File: src/rtl/shift_pkg.sv
// Shared definitions for the iterative normalizer: fixed widths, FSM encoding
// and the normalized/degenerate predicates used by the RTL and its bench.
package shift_pkg;

    localparam int XLEN    = 32;
    localparam int SHAMT_W = 5;

    typedef enum logic [1:0] {
        IDLE = 2'd0,
        RUN  = 2'd1,
        DONE = 2'd2
    } state_t;

    // Unsigned: top bit set. Signed: top two bits differ (no redundant sign bit).
    function automatic logic is_norm(input logic [XLEN-1:0] value, input logic arith);
        logic res;
        if (arith) begin
            res = value[XLEN-1] ^ value[XLEN-2];
        end else begin
            res = value[XLEN-1];
        end
        return res;
    endfunction

    // Operands that no amount of left shifting can normalize.
    function automatic logic is_degenerate(input logic [XLEN-1:0] value, input logic arith);
        logic res;
        if (arith) begin
            res = (value == {XLEN{1'b0}}) || (value == {XLEN{1'b1}});
        end else begin
            res = (value == {XLEN{1'b0}});
        end
        return res;
    endfunction

endpackage

File: src/rtl/shift_norm.sv
// Iterative normalizer: shifts the operand left one bit per cycle until it is
// normalized (unsigned or signed) and reports the value and the shift count.
module shift_norm
    import shift_pkg::*;
(
    input  logic               clk_i,
    input  logic               rst_ni,
    input  logic               valid_i,
    output logic               ready_o,
    input  logic [XLEN-1:0]    a_in,
    input  logic               arith_i,
    output logic               valid_o,
    input  logic               ready_i,
    output logic [XLEN-1:0]    norm_o,
    output logic [SHAMT_W-1:0] shamt_o,
    output logic               zero_o
);

    state_t               state_r;
    state_t               state_s;
    logic [XLEN-1:0]      value_r;
    logic [XLEN-1:0]      value_s;
    logic [XLEN-1:0]      shifted_s;
    logic [SHAMT_W-1:0]   count_r;
    logic [SHAMT_W-1:0]   count_s;
    logic [SHAMT_W-1:0]   count_inc_s;
    logic                 arith_r;
    logic                 arith_s;
    logic [XLEN-1:0]      norm_r;
    logic [XLEN-1:0]      norm_s;
    logic [SHAMT_W-1:0]   shamt_r;
    logic [SHAMT_W-1:0]   shamt_s;
    logic                 zero_r;
    logic                 zero_s;
    logic                 ready_r;
    logic                 valid_r;

    assign shifted_s   = {value_r[XLEN-2:0], 1'b0};
    assign count_inc_s = count_r + 5'd1;

    // Next-state, datapath and result-register update logic.
    always_comb begin
        state_s = state_r;
        value_s = value_r;
        count_s = count_r;
        arith_s = arith_r;
        norm_s  = norm_r;
        shamt_s = shamt_r;
        zero_s  = zero_r;
        case (state_r)
            IDLE: begin
                if (valid_i) begin
                    value_s = a_in;
                    arith_s = arith_i;
                    count_s = 5'd0;
                    if (is_degenerate(a_in, arith_i)) begin
                        zero_s  = 1'b1;
                        norm_s  = a_in;
                        shamt_s = 5'd0;
                        state_s = DONE;
                    end else if (is_norm(a_in, arith_i)) begin
                        zero_s  = 1'b0;
                        norm_s  = a_in;
                        shamt_s = 5'd0;
                        state_s = DONE;
                    end else begin
                        state_s = RUN;
                    end
                end else begin
                    state_s = IDLE;
                end
            end
            RUN: begin
                value_s = shifted_s;
                count_s = count_inc_s;
                // Non-degenerate operands always reach a normalized form
                // within 31 shifts, so the counter cannot wrap.
                if (is_norm(shifted_s, arith_r)) begin
                    norm_s  = shifted_s;
                    shamt_s = count_inc_s;
                    zero_s  = 1'b0;
                    state_s = DONE;
                end else begin
                    state_s = RUN;
                end
            end
            DONE: begin
                if (ready_i) begin
                    state_s = IDLE;
                end else begin
                    state_s = DONE;
                end
            end
            default: begin
                state_s = IDLE;
            end
        endcase
    end

    // FSM state and working datapath registers.
    always_ff @(posedge clk_i or negedge rst_ni) begin
        if (!rst_ni) begin
            state_r <= IDLE;
            value_r <= 32'd0;
            count_r <= 5'd0;
            arith_r <= 1'b0;
        end else begin
            state_r <= state_s;
            value_r <= value_s;
            count_r <= count_s;
            arith_r <= arith_s;
        end
    end

    // Registered result and handshake outputs, decoded from the next state.
    always_ff @(posedge clk_i or negedge rst_ni) begin
        if (!rst_ni) begin
            norm_r  <= 32'd0;
            shamt_r <= 5'd0;
            zero_r  <= 1'b0;
            ready_r <= 1'b1;
            valid_r <= 1'b0;
        end else begin
            norm_r  <= norm_s;
            shamt_r <= shamt_s;
            zero_r  <= zero_s;
            ready_r <= (state_s == IDLE);
            valid_r <= (state_s == DONE);
        end
    end

    assign ready_o = ready_r;
    assign valid_o = valid_r;
    assign norm_o  = norm_r;
    assign shamt_o = shamt_r;
    assign zero_o  = zero_r;

endmodule

File: config.mk
export PLATFORM = sky130hd
export DESIGN_NAME = shift_norm
export DESIGN_NICKNAME = d
export VERILOG_FILES = /design/src/rtl/shift_pkg.sv /design/src/rtl/shift_norm.sv
export SDC_FILE = /design/constraint.sdc
export NUM_CORES = 1
export LEC_CHECK = 0
export BUFFER_PORTS_ARGS = -buffer_cell sky130_fd_sc_hd__buf_2
export CORE_AREA = 2 2 86 88
export CTS_CLUSTER_SIZE = 40
export DETAILED_ROUTE_END_ITERATION = 10
export DIE_AREA = 0 0 88 90
export PLACE_DENSITY = 0.79
export SKIP_LAST_GASP = 1
export SYNTH_ARGS = -nofsm -noshare
export SYNTH_HDL_FRONTEND = slang
export SYNTH_SLANG_ARGS = --single-unit
File: constraint.sdc
create_clock -name clk_i -period 2 [get_ports clk_i]
set_clock_uncertainty 0.1 [all_clocks]
set_input_delay 0.4 -clock clk_i [delete_from_list [all_inputs] [get_ports clk_i]]
set_output_delay 0.4 -clock clk_i [all_outputs]
set_load 0.01 [all_outputs]
Yosys cells after proc, flatten, opt, wreduce, memory -nomap -nowiden
Index checks and enable logic that the tools add are counted.

cells by class
  add/sub/neg operators = 1
  equal/unequal tests = 7
  mux-type cells = 34
  bitwise gates (word level) = 2
  reduce and logical (&&, ||, !) cells = 8

operator list
  cell                  number
  $mux 32               4
  $pmux 32 s2           1
  $pmux 31 s2           1
  $eq 32x32->1 const B  1
  $logic_not 32->1      1
  $mux 31               1
  $mux 5                5
  $pmux 5 s2            2
  $mux 1                13
  $mux 2                5
  $pmux 2 s3            1
  $add 5x1->5 const B   1
  $eq 2x2->1 const B    2
  $logic_not 2->1       2
  $ne 2x2->1 const B    2
  $reduce_and 2->1      2
  $reduce_and 4->1      1
  $ne 3x3->1 const B    1
  $eq 2x1->1 const B    1
  $pmux 1 s2            1
  $reduce_bool 2->1     1
  $xor 1x1->1           2
  $logic_or 1x1->1      1

storage, ports and cells
  bits in registers = 79
  input port bits = 37
  output and inout bits = 40
  logic and storage cells = 61

Logic depth before layout (Yosys ltp)
Gate-level depths: netlist of run 1.

  depth in word-level cells = 13
  depth in mapped cells = 8
  mapped depth without buffers = 7

Worst setup path after synthesis of run 1
OpenSTA, ideal clock, no wires.

  kind = input -> register
  start = in a_in[30]
  end = reg norm_r[10] (netlist: norm_o[10])
  library setup time = 125 ps
  arrival = 1799 ps
  required time = 1775 ps
  path slack = -23 ps
  cell stages on the path = 8
  buffers on the path = 1
  cell sequence = inv_1 -> ha_1 -> nor4b_1 -> nand4_1 -> a2bb2oi_1 -> o21ai_4 -> buf_6 -> mux2_2

on the way
  cells in the longest elaborated chain, start to end = 8
  elaborated cells on any way between the ends = 16
  those cells by class = eq/ne (2); mux (10); bitwise (1); reduce/logical (3)

ends and longest elaborated chain
  element                                                  RTL line                          text
  start, declared                                          shift_norm.sv:10                  input logic [XLEN-1:0] a_in,
  $eq 32x32->1 / $logic_not 32->1 (equally long branches)  shift_pkg.sv:29, shift_pkg.sv:31
  $logic_or 1x1->1                                         shift_pkg.sv:29                   res = (value == {XLEN{1'b0}}) || (value == {XLEN{1'b1}});
  $mux 1                                                   shift_pkg.sv:28                   if (arith) begin
  $mux 1                                                   shift_norm.sv:52                  if (valid_i) begin
  $mux 1                                                   shift_norm.sv:50                  case (state_r)
  $mux 32                                                  shift_norm.sv:56                  if (is_degenerate(a_in, arith_i)) begin
  $mux 32                                                  shift_norm.sv:52
  $pmux 32 s2                                              shift_norm.sv:50
  end signal, assigned                                     shift_norm.sv:124                 norm_r <= norm_s;
  end, declared                                            shift_norm.sv:29                  logic [XLEN-1:0] norm_r;

Several ways; a longest one is shown, not always the timed one. The select of a mux whose other input is x is not followed.
A chain may end at the register's enable or synchronous reset.

Worst setup path after layout of run 1
  start = in a_in[9]
  end = reg norm_r[8] (netlist: norm_o[8])

on the way
  cells in the longest elaborated chain, start to end = 8
  elaborated cells on any way between the ends = 11
  those cells by class = eq/ne (2); mux (6); reduce/logical (3)

ends and longest elaborated chain
  element                                                  RTL line
  $eq 32x32->1 / $logic_not 32->1 (equally long branches)  shift_pkg.sv:29, shift_pkg.sv:31
  $logic_or 1x1->1                                         shift_pkg.sv:29
  $mux 1 *                                                 shift_pkg.sv:28
  $mux 1 *                                                 shift_norm.sv:52
  $mux 1 *                                                 shift_norm.sv:50
  $mux 32                                                  shift_norm.sv:56
  $mux 32                                                  shift_norm.sv:52
  $pmux 32 s2                                              shift_norm.sv:50

Mark *: on every way between the ends. The rest lies on a longest branch, timed or not. The select of a mux whose other input is x is not followed.

==> flow_metrics.env, run 1 <==
export IMPL_status="completed"
export IMPL_yosysWarnings=0
export IMPL_antenna_found_initial=0
export IMPL_drive_gt1_share_pct=35.0
export IMPL_drtIter0Drc=215
export IMPL_clk_pin_slew_ns=0.07
export IMPL_vdd_drop_max_v=0.000724
export IMPL_period_share_pct=97.6
export IMPL_wl_mm=8.66
export IMPL_r2r_end="norm_o[8]"
export IMPL_worstMarginPinSlew_ns=0.463
export IMPL_hp_class="input pin to flip-flop"
export IMPL_p_leak_nw=2.40
export IMPL_slowest_delay_ns=0.36
export IMPL_final_util_pct=67.2
export IMPL_rsz0062_at_grt="no"
export IMPL_cp_arrival_ns=2.08
export IMPL_worstPathRequired_ns=2.13
export IMPL_netlist_area_um2=3770
export IMPL_drv_cap=0
export IMPL_start_util_pct=53.7
export IMPL_fmax_ghz=0.512
export IMPL_hold_depth=2
export IMPL_cp_cell_sequence="buf_2 -> nor4_1 -> buf_4 -> nand4_1 -> a2bb2oi_1 -> o21ai_4 -> buf_4 -> mux2_2"
export IMPL_cp_num_buf_inv=3
export IMPL_cts_buffer_depth=2
export IMPL_syn_avg_cell_area_um2=10.4
export IMPL_rr_worst_depth=6
export IMPL_yosysMostFrequentCell="nand2_1"
export IMPL_synth_commonest_cells="nand2_1 (99), dfrtp_1 (78), o21ai_0 (40), mux2_2 (31), mux2i_1 (31)"
export IMPL_core_area_um2=7020
export IMPL_async_reset_ff_share_pct=100
export IMPL_powerDensity_nw_per_um2=1450
export IMPL_clock_sinks=79
export IMPL_fillers=544
export IMPL_layout_min_cycle_time_ns=1.95
export IMPL_min_to="ready_o"
export IMPL_critical_path_slowest_cell="mux2_2"
export IMPL_synth_area_top_cells="dfrtp_1 (52%), nand2_1 (9.9%), mux2_2 (9.3%)"
export IMPL_r2r_slack_ns=0.15
export IMPL_netlist_area_leader_share_pct=51.8
export IMPL_rows=31
export IMPL_nNetsFinal=508
export IMPL_drc=0
export IMPL_use_met1_pct=32.2
export IMPL_endpoint_kind="flip-flop"
export IMPL_worstSetupPathType="input pin to flip-flop"
export IMPL_place_port_buffers=76
export IMPL_vias=3087
export IMPL_critPathMaxFanout=8
export IMPL_holdWs_ns=0.146
export IMPL_vias_per_cell=5.42
export IMPL_worstHoldStart="valid_i"
export IMPL_hold_viol=0
export IMPL_grt_max_degree=71
export IMPL_multi_input_area_um2=1710
export IMPL_drv_slew=0
export IMPL_finalPower_mw=6.85
export IMPL_synth_edff_count=0
export IMPL_cts_root_buf="clkbuf_8"
export IMPL_first_global_vias=3020
export IMPL_synth_ff_type="dfrtp_1"
export IMPL_ff_latch_area_um2=1980
export IMPL_setup_viol=0
export IMPL_max_slew_margin_rel_pct=69.1
export IMPL_grt_pass1_wl_mm=14.4
export IMPL_first_pass_iters=4
export IMPL_crit_top_cell="buf_4"
export IMPL_ys_seq_area_share_pct=52.5
export IMPL_overflow=0
export IMPL_yosys_register_bits=79
export IMPL_cts_tree="done"
export IMPL_diodes=0
export IMPL_use_met2_pct=36.0
export IMPL_syn2layout_area_growth_pct=25.1
export IMPL_gp_congestion=0.795
export IMPL_ctsHtreeMaxLevel=3
export IMPL_syn_num_nets=401
export IMPL_dieArea_um2=7920
export IMPL_io_pins=77
export IMPL_globalRoute_busiestLayer="met2"
export IMPL_postRouteAntennaNets=0
export IMPL_cp_top_family="buffers and inverters"
export IMPL_synth_cells=361
export IMPL_dp_hpwl_mm=6.10
export IMPL_numCtsBuffers=9
export IMPL_reg2reg_from="state_r[0]"
export IMPL_grt_use_total_pct=23.3
export IMPL_die_x_um=88
export IMPL_wl_per_cell_um=15.2
export IMPL_crit_path_start_kind="input pin"
export IMPL_synthDistinctLibCells=37
export IMPL_worstSkewPairLatency_ns=0.35
export IMPL_synth_area_leader_cell="dfrtp_1"
export IMPL_use_met3_pct=4.50
export IMPL_die_h_um=90
kinds of logic after synthesis:
group	after synthesis	share of synthesized area [%]
compound gates	60	10.1
xor+xnor	3	0.697
fa+ha+maj	3	0.996
buf+inv	21	2.82
flops	79	52.5
mux	62	17.5
simple gates	133	15.4
stage by stage:
| step | TNS (ns) | cells | instance area [um2] | setup slack [ns] |
|---|---|---|---|---|
| floorplan | 0 | 361 | 3770 | 0.00272 |
| global placement | -8.92 | 555 | 4520 | -0.276 |
| detailed placement | -12.29 | 555 | 4520 | -0.386 |
| CTS | 0 | 570 | 4700 | 0.0192 |
| global route | 0 | 570 | 4710 | 0.00463 |
| finish | 0 | 570 | 4710 | 0.0479 |
timing repair:
action | in CTS | in global routing
resized for setup | 1 | 2
endpoints found under the setup margin | 8 | 8
pin swaps | 0 | 1
hold buffers | 1 | 0
setup buffers | 0 | 0
hold endpoints to repair | 31 | 0
metal layers:
layer	vias up	part of all wire, %
met4	0	2.0
met3	12	4.8
met1	1499	45
met5	-	0
li1	1482	-
met2	94	48
cell usage in the layout, fill, tap and decap left out, drive strengths merged, types with 2 or more instances in the layout:
master,netlist,final
xor2,2,2
dfrtp,78,78
o31ai,3,3
nor4,8,8
inv,2,2
o21a,2,2
nand2,100,100
nor3,2,2
o21ai,42,42
nand2b,2,2
a21o,2,2
mux2i,31,31
ha,3,3
clkbuf,9,13
nand3,2,2
nor2,3,3
and2,3,3
o2bb2ai,4,4
mux2,31,31
nand4,10,10
buf,10,114
a32o,2,2
worst max path at each step:
stage	from	endpoint	depth (start not counted)	slack (ns)
floorplan	a_in[30]	norm_o[10]	8	0.003
global placement	a_in[9]	norm_o[8]	8	-0.28
detailed placement	a_in[30]	norm_o[8]	9	-0.39
CTS	a_in[30]	norm_o[8]	9	0.02
global route	a_in[9]	norm_o[8]	8	0.005
finish	a_in[9]	norm_o[8]	8	0.05
registers in the layout, indices dropped and copies added (netlist names):
signal,flops
zero_o,1
ready_o,1
count_r,5
shamt_o,5
state_r,2
valid_o,1
value_r,31
arith_r,1
norm_o,32
layout make-up:
type                       instances  area share, %
clock inverter                     1          0.106
sequential                        79           42.0
tap                               99           2.63
multi-input combinational        261           36.3
timing repair buffer             115           15.4
clock buffer                      13           3.37
inverter                           2          0.159
report_power, final:
part	switching, mW	internal (mW)	leakage (nW)
registers	0.407	2.36	0.967
logic	1.59	1.47	1.34
clock network	0.531	0.505	0.0854
total	2.52	4.33	2.40
(Power assumes the default switching activity.)
==> run 2, diff against run 1 <==
--- a/config.mk
+++ b/config.mk
@@ -5,12 +5,13 @@
 export SDC_FILE = /design/constraint.sdc
 export NUM_CORES = 1
 export LEC_CHECK = 0
+export ABC_AREA = 1
 export BUFFER_PORTS_ARGS = -buffer_cell sky130_fd_sc_hd__buf_2
-export CORE_AREA = 2 2 86 88
+export CORE_AREA = 2 2 88 90
 export CTS_CLUSTER_SIZE = 40
 export DETAILED_ROUTE_END_ITERATION = 10
-export DIE_AREA = 0 0 88 90
-export PLACE_DENSITY = 0.79
+export DIE_AREA = 0 0 90 92
+export PLACE_DENSITY = 0.78
 export SKIP_LAST_GASP = 1
 export SYNTH_ARGS = -nofsm -noshare
 export SYNTH_HDL_FRONTEND = slang
==> flow_metrics.env, run 2 <==
export IMPL_async_reset_ff_share_pct=100
export IMPL_worstSetupPathType="flip-flop to flip-flop"
export IMPL_gp_congestion=0.835
export IMPL_max_slew_margin_rel_pct=70.5
export IMPL_cts_buffer_depth=2
export IMPL_synth_xor_area_share_pct=0.223
export IMPL_fillers=686
export IMPL_numCtsBuffers=9
export IMPL_yosysMostFrequentCell="nand2_1"
export IMPL_status="completed"
export IMPL_layout_min_cycle_time_ns=1.84
export IMPL_ys_seq_area_share_pct=50.3
export IMPL_antenna_found_initial=0
export IMPL_powerDensity_nw_per_um2=1490
export IMPL_cp_arrival_ns=1.96
export IMPL_synth_cells=467
export IMPL_crit_path_start_kind="flip-flop"
export IMPL_overflow=0
export IMPL_synth_area_top_cells="dfrtp_1 (50%), nand2_1 (15%), mux2_2 (5.7%)"
export IMPL_final_common_cell="nand2_1"
export IMPL_cts_root_buf="clkbuf_8"
export IMPL_wl_mm=8.21
export IMPL_drive_gt1_share_pct=26.6
export IMPL_vias=3253
export IMPL_nNetsFinal=584
export IMPL_fmax_ghz=0.543
export IMPL_postRouteAntennaNets=0
export IMPL_grt_max_degree=40
export IMPL_syn_num_nets=507
export IMPL_vdd_drop_max_v=0.000828
export IMPL_syn_avg_cell_area_um2=8.42
export IMPL_core_area_um2=7450
export IMPL_clock_sinks=79
export IMPL_drc=0
export IMPL_synthAdderAreaFrac_pct=0.954
export IMPL_endpoint_kind="flip-flop"
export IMPL_ctsHtreeMaxLevel=3
export IMPL_start_util_pct=52.8
export IMPL_period_share_pct=92.1
export IMPL_die_x_um=90
export IMPL_io_pins=77
export IMPL_grt_pass1_wl_mm=14.2
export IMPL_synth_edff_count=0
export IMPL_synth_top_family_by_area="simple AND/OR/NAND/NOR gates"
export IMPL_synth_commonest_cells="nand2_1 (154), dfrtp_1 (78), nand3_1 (42), inv_1 (39), o21ai_0 (39)"
export IMPL_yosysWarnings=0
export IMPL_drv_slew=0
export IMPL_critPathMaxFanout=33
export IMPL_synth_simple_gate_area_share_pct=27.3
export IMPL_yosys_register_bits=79
export IMPL_grt_use_total_pct=21.1
export IMPL_netlist_area_um2=3930
export IMPL_worstPathRequired_ns=2.12
export IMPL_place_port_buffers=76
export IMPL_p_leak_nw=2.41
export IMPL_hp_class="input pin to flip-flop"
export IMPL_post_cts_setup_buffers=0
export IMPL_die_h_um=92
export IMPL_first_global_vias=3204
export IMPL_postLayoutSetupSlackWorst_ns=0.158
export IMPL_synth_area_mux_share_pct=7.16
export IMPL_dp_hpwl_mm=6.06
export IMPL_worstSkewPairLatency_ns=0.34
export IMPL_place_ws_ns=0.101
export IMPL_most_common_layout_cells="nand2_1 (154), dfrtp_1 (78), buf_2 (75)"
export IMPL_synthDistinctLibCells=31
export IMPL_drv_cap=0
export IMPL_synth_ff_type="dfrtp_1"
export IMPL_ctsResizeCount=0
export IMPL_syn2layout_area_growth_pct=16.2
export IMPL_wl_per_cell_um=12.7
export IMPL_dieArea_um2=8280
export IMPL_setup_viol=0
export IMPL_synth_area_leader_cell="dfrtp_1"
export IMPL_diodes=0
export IMPL_setup_tns_ns=0
export IMPL_rsz0062_at_grt="no"
export IMPL_hold_depth=3
export IMPL_cts_tree="done"
export IMPL_vias_per_cell=5.02
export IMPL_drtIter0Drc=166
export IMPL_synth_compound_area_share_pct=6.17
export IMPL_worstMarginPinSlew_ns=0.442
export IMPL_first_pass_iters=4
export IMPL_largest_reg_flops=32
export IMPL_rr_worst_depth=4
export IMPL_hold_viol=0
export IMPL_rows=32
export IMPL_clk_pin_slew_ns=0.08
export IMPL_netlist_area_leader_share_pct=49.6
## run 2: cell count changes in the layout (fill, tap and decap cells not counted), sizes merged, moves of 6 or more
cell   change
buf       -27
inv       +40
mux2       -6
mux2i     -31
nand2     +70
nand3     +40
nand4      -8
nor2      +29
nor4       -8
## run 2: layout make-up
class / count / area, um2 / area share (%)
flip-flops and latches: 79 / 1980 / 43.3
multi-input cells: 324 / 1640 / 36.0
repair buffers: 88 / 513 / 11.2
inverters: 42 / 158 / 3.45
clock buffers: 11 / 141 / 3.09
well taps: 102 / 128 / 2.79
clock inverters: 2 / 10.0 / 0.219
## run 2: what timing repair did
item / in CTS / in global routing
hold buffers: 1 / 0
endpoints found under the setup margin: 0 / 0
hold endpoints to repair: 30 / 0
## run 2: worst max-delay path, cell delays in order, from the launching register on
cell	delay, ns
dfrtp_1	0.43
nor2_2	0.26
nand2_4	0.15
nand2_4	0.38
mux2_2	0.39
## run 2: final timing paths
path	startpoint	to	slack [ns]
min in group asynchronous	rst_ni	norm_o[3]	0.45
max in group asynchronous	rst_ni	value_r[23]	0.80
worst max register to register	state_r[1]	value_r[23]	0.16
worst min-delay path	a_in[0]	value_r[0]	0.26
worst max-delay path	state_r[1]	value_r[23]	0.16
worst min register to register	norm_o[30]	norm_o[30]	0.37
## run 2: where the power goes
| group | internal [mW] | switching, mW |
|---|---|---|
| clock | 0.461 | 0.528 |
| combinational | 1.28 | 1.80 |
| sequential | 2.34 | 0.386 |
## run 2: metal layers
layer	routed length (um)	vias to the layer above	GRT usage (%)	share of wire [%]
met5	0	-	0	0
met4	118	0	8.21	1.4
met3	400	12	3.53	4.9
met2	3970	75	35.3	48
met1	3720	1536	27.7	45
li1	-	1630	-	-
## run 2: stage by stage
stage / total power [mW] / utilization, % / area (um2) / std cells / hold WS, ns
after detailed placement: 5.84 / 59.2 / 4410 / 634 / 0.267
final: 6.80 / 61.4 / 4570 / 648 / 0.256
after global routing: 7.32 / 61.4 / 4570 / 648 / 0.276
after global placement: 5.73 / 59.2 / 4410 / 634 / 0.275
after floorplan: 4.98 / - / 3930 / 467 / 0.00441
after CTS: 6.83 / 61.4 / 4570 / 648 / 0.252
## run 2: cell families (layout without fill, tap and decap cells)
family                     count (synthesis)  count (layout)
AOI/OAI and AO/OA                         46              46
xor gates and xnor gates                   1               1
adders and majority gates                  3               3
buffers and inverters                     64             143
DFF                                       79              79
muxes                                     25              25
and+or+nand+nor                          249             249
==> run 3, diff against run 2 <==
--- a/config.mk
+++ b/config.mk
@@ -7,11 +7,11 @@
 export LEC_CHECK = 0
 export ABC_AREA = 1
 export BUFFER_PORTS_ARGS = -buffer_cell sky130_fd_sc_hd__buf_2
-export CORE_AREA = 2 2 88 90
+export CORE_AREA = 2 2 85 87
 export CTS_CLUSTER_SIZE = 40
 export DETAILED_ROUTE_END_ITERATION = 10
-export DIE_AREA = 0 0 90 92
-export PLACE_DENSITY = 0.78
+export DIE_AREA = 0 0 87 89
+export PLACE_DENSITY = 0.83
 export SKIP_LAST_GASP = 1
 export SYNTH_ARGS = -nofsm -noshare
 export SYNTH_HDL_FRONTEND = slang
==> constraint.sdc (replaced) <==
create_clock -name clk_i -period 2.35 [get_ports clk_i]
set_clock_uncertainty 0.1 [all_clocks]
set_input_delay 0.47 -clock clk_i [delete_from_list [all_inputs] [get_ports clk_i]]
set_output_delay 0.47 -clock clk_i [all_outputs]
set_load 0.01 [all_outputs]
==> flow_metrics.env, run 3 (same netlist as run 2, synthesis figures left out) <==
export IMPL_rows=30
export IMPL_crit_top_cell="nand2_4"
export IMPL_hold_viol=0
export IMPL_cp_cell_sequence="nor2_2 -> nand2_4 -> nand2_4 -> mux2_2"
export IMPL_vias=3306
export IMPL_cts_root_buf="clkbuf_8"
export IMPL_drv_slew=0
export IMPL_drv_cap=0
export IMPL_critical_path_slowest_cell="dfrtp_1"
export IMPL_cp_startpoint="state_r[1]"
export IMPL_most_common_layout_cells="nand2_1 (154), dfrtp_1 (78), buf_2 (75)"
export IMPL_grt_use_total_pct=24.7
export IMPL_setup_tns_ns=0
export IMPL_cp_endpoint="value_r[2]"
export IMPL_antenna_found_initial=0
export IMPL_wl_mm=8.82
export IMPL_fillers=530
export IMPL_reg2reg_from="state_r[1]"
export IMPL_gp_congestion=0.886
export IMPL_core_area_um2=6720
export IMPL_slowest_delay_ns=0.43
export IMPL_clock_sinks=79
export IMPL_die_h_um=89
export IMPL_max_slew_margin_rel_pct=63.7
export IMPL_cp_top_family="simple AND/OR/NAND/NOR gates"
export IMPL_drive_gt1_share_pct=26.7
export IMPL_wl_per_cell_um=14.1
export IMPL_p_clk_share_pct=18.5
export IMPL_dp_hpwl_mm=6.13
export IMPL_rsz0062_at_grt="no"
export IMPL_start_util_pct=58.5
export IMPL_diodes=0
export IMPL_grt_max_degree=43
export IMPL_die_x_um=87
export IMPL_place_port_buffers=76
export IMPL_cp_num_buf_inv=0
export IMPL_fmax_ghz=0.537
export IMPL_p_seq_share_pct=38.8
export IMPL_drtIter0Drc=184
export IMPL_setup_viol=0
export IMPL_ctsHtreeMaxLevel=3
export IMPL_powerDensity_nw_per_um2=1320
export IMPL_swShare_pct=40.0
export IMPL_cp_num_cells=4
export IMPL_cts_tree="done"
export IMPL_io_pins=77
export IMPL_drc=0
export IMPL_final_common_cell="nand2_1"
export IMPL_r2r_end="value_r[2]"
export IMPL_rr_worst_depth=4
export IMPL_r2r_slack_ns=0.49
export IMPL_p_leak_nw=2.40
export IMPL_worstSkewPairLatency_ns=0.35
export IMPL_postCtsHoldBufs=0
export IMPL_worstPathRequired_ns=2.48
export IMPL_worstMarginPinSlew_ns=0.544
export IMPL_ctsResizeCount=0
export IMPL_status="completed"
export IMPL_p_int_mw=3.60
export IMPL_finalPower_mw=6.00
export IMPL_first_global_vias=3268
export IMPL_layout_min_cycle_time_ns=1.86
export IMPL_cp_arrival_ns=1.99
export IMPL_switchingPower_mw=2.40
export IMPL_dieArea_um2=7740
export IMPL_largest_reg_flops=32
export IMPL_critPathMaxFanout=37
export IMPL_worstSetupPathType="flip-flop to flip-flop"
export IMPL_vias_per_cell=5.30
export IMPL_overflow=0
export IMPL_grt_pass1_wl_mm=14.9
export IMPL_endpoint_kind="flip-flop"
export IMPL_crit_path_start_kind="flip-flop"
export IMPL_nNetsFinal=579
export IMPL_postRouteAntennaNets=0
export IMPL_hp_class="input pin to async pin"
export IMPL_syn2layout_area_growth_pct=15.6
export IMPL_first_pass_iters=4
export IMPL_period_share_pct=79.3
export IMPL_post_cts_setup_buffers=0
export IMPL_pwr_share_comb_pct=42.7
export IMPL_cts_buffer_depth=2
export IMPL_vdd_drop_max_v=0.000672
export IMPL_numCtsBuffers=9
export IMPL_clk_pin_slew_ns=0.08
## run 3: power groups by stage
| stage | Sequential [mW] | Combinational [mW] | Clock, mW |
|---|---|---|---|
| floorplan | 2.44 | 1.80 | 0 |
| global placement | 2.31 | 2.48 | 0 |
| detailed placement | 2.34 | 2.57 | 0 |
| CTS | 2.33 | 2.60 | 1.12 |
| global route | 2.39 | 2.88 | 1.18 |
| finish | 2.33 | 2.57 | 1.11 |
## run 3: cell type report
type                    count  area, um2  area share, %
clock buffers               9        124           2.72
clock inverters             7       97.6           2.15
inverters                  42        158           3.47
multi-input cells         324       1640           36.1
flip-flops and latches     79       1980           43.5
well taps                  80        100           2.20
repair buffers             83        448           9.85
## run 3: worst min path at each step
| stage | from | endpoint | slack, ns | depth (start not counted) |
|---|---|---|---|---|
| 4_1_cts | rst_ni | norm_o[2] | 0.02 | 1 |
| 5_1_grt | rst_ni | norm_o[2] | 0.05 | 1 |
| 2_1_floorplan | rst_ni | arith_r | 0.07 | 0 |
| 3_3_place_gp | norm_o[30] | norm_o[30] | 0.35 | 2 |
| 6_report | rst_ni | norm_o[3] | 0.003 | 1 |
| 3_5_place_dp | norm_o[26] | norm_o[26] | 0.35 | 2 |
## run 3: worst reg2reg max path: stages, from the launching register on
cell and delay (ns):
dfrtp_1 0.43, nor2_2 0.25, nand2_4 0.15, nand2_4 0.40, mux2_2 0.41
## run 3: metrics by stage
step	util [%]	hold WS (ns)	setup WS (ns)	instance area [um2]	std cells
after floorplan	-	0.0744	0.539	3930	467
after global placement	64.4	0.350	0.274	4330	608
after detailed placement	64.4	0.353	0.222	4330	608
after CTS	67.7	0.0195	0.486	4550	624
after global routing	67.7	0.0524	0.387	4550	624
final	67.7	0.00252	0.486	4550	624
## run 3: metal layers
layer,vias to the layer above,routed length (um),part of all wire [%],GRT usage (%)
li1,1624,-,-,-
met1,1575,3780,43,31.9
met2,94,4420,50,43.1
met3,13,470,5.3,3.14
met4,0,141,1.6,8.66
met5,-,0,0,0
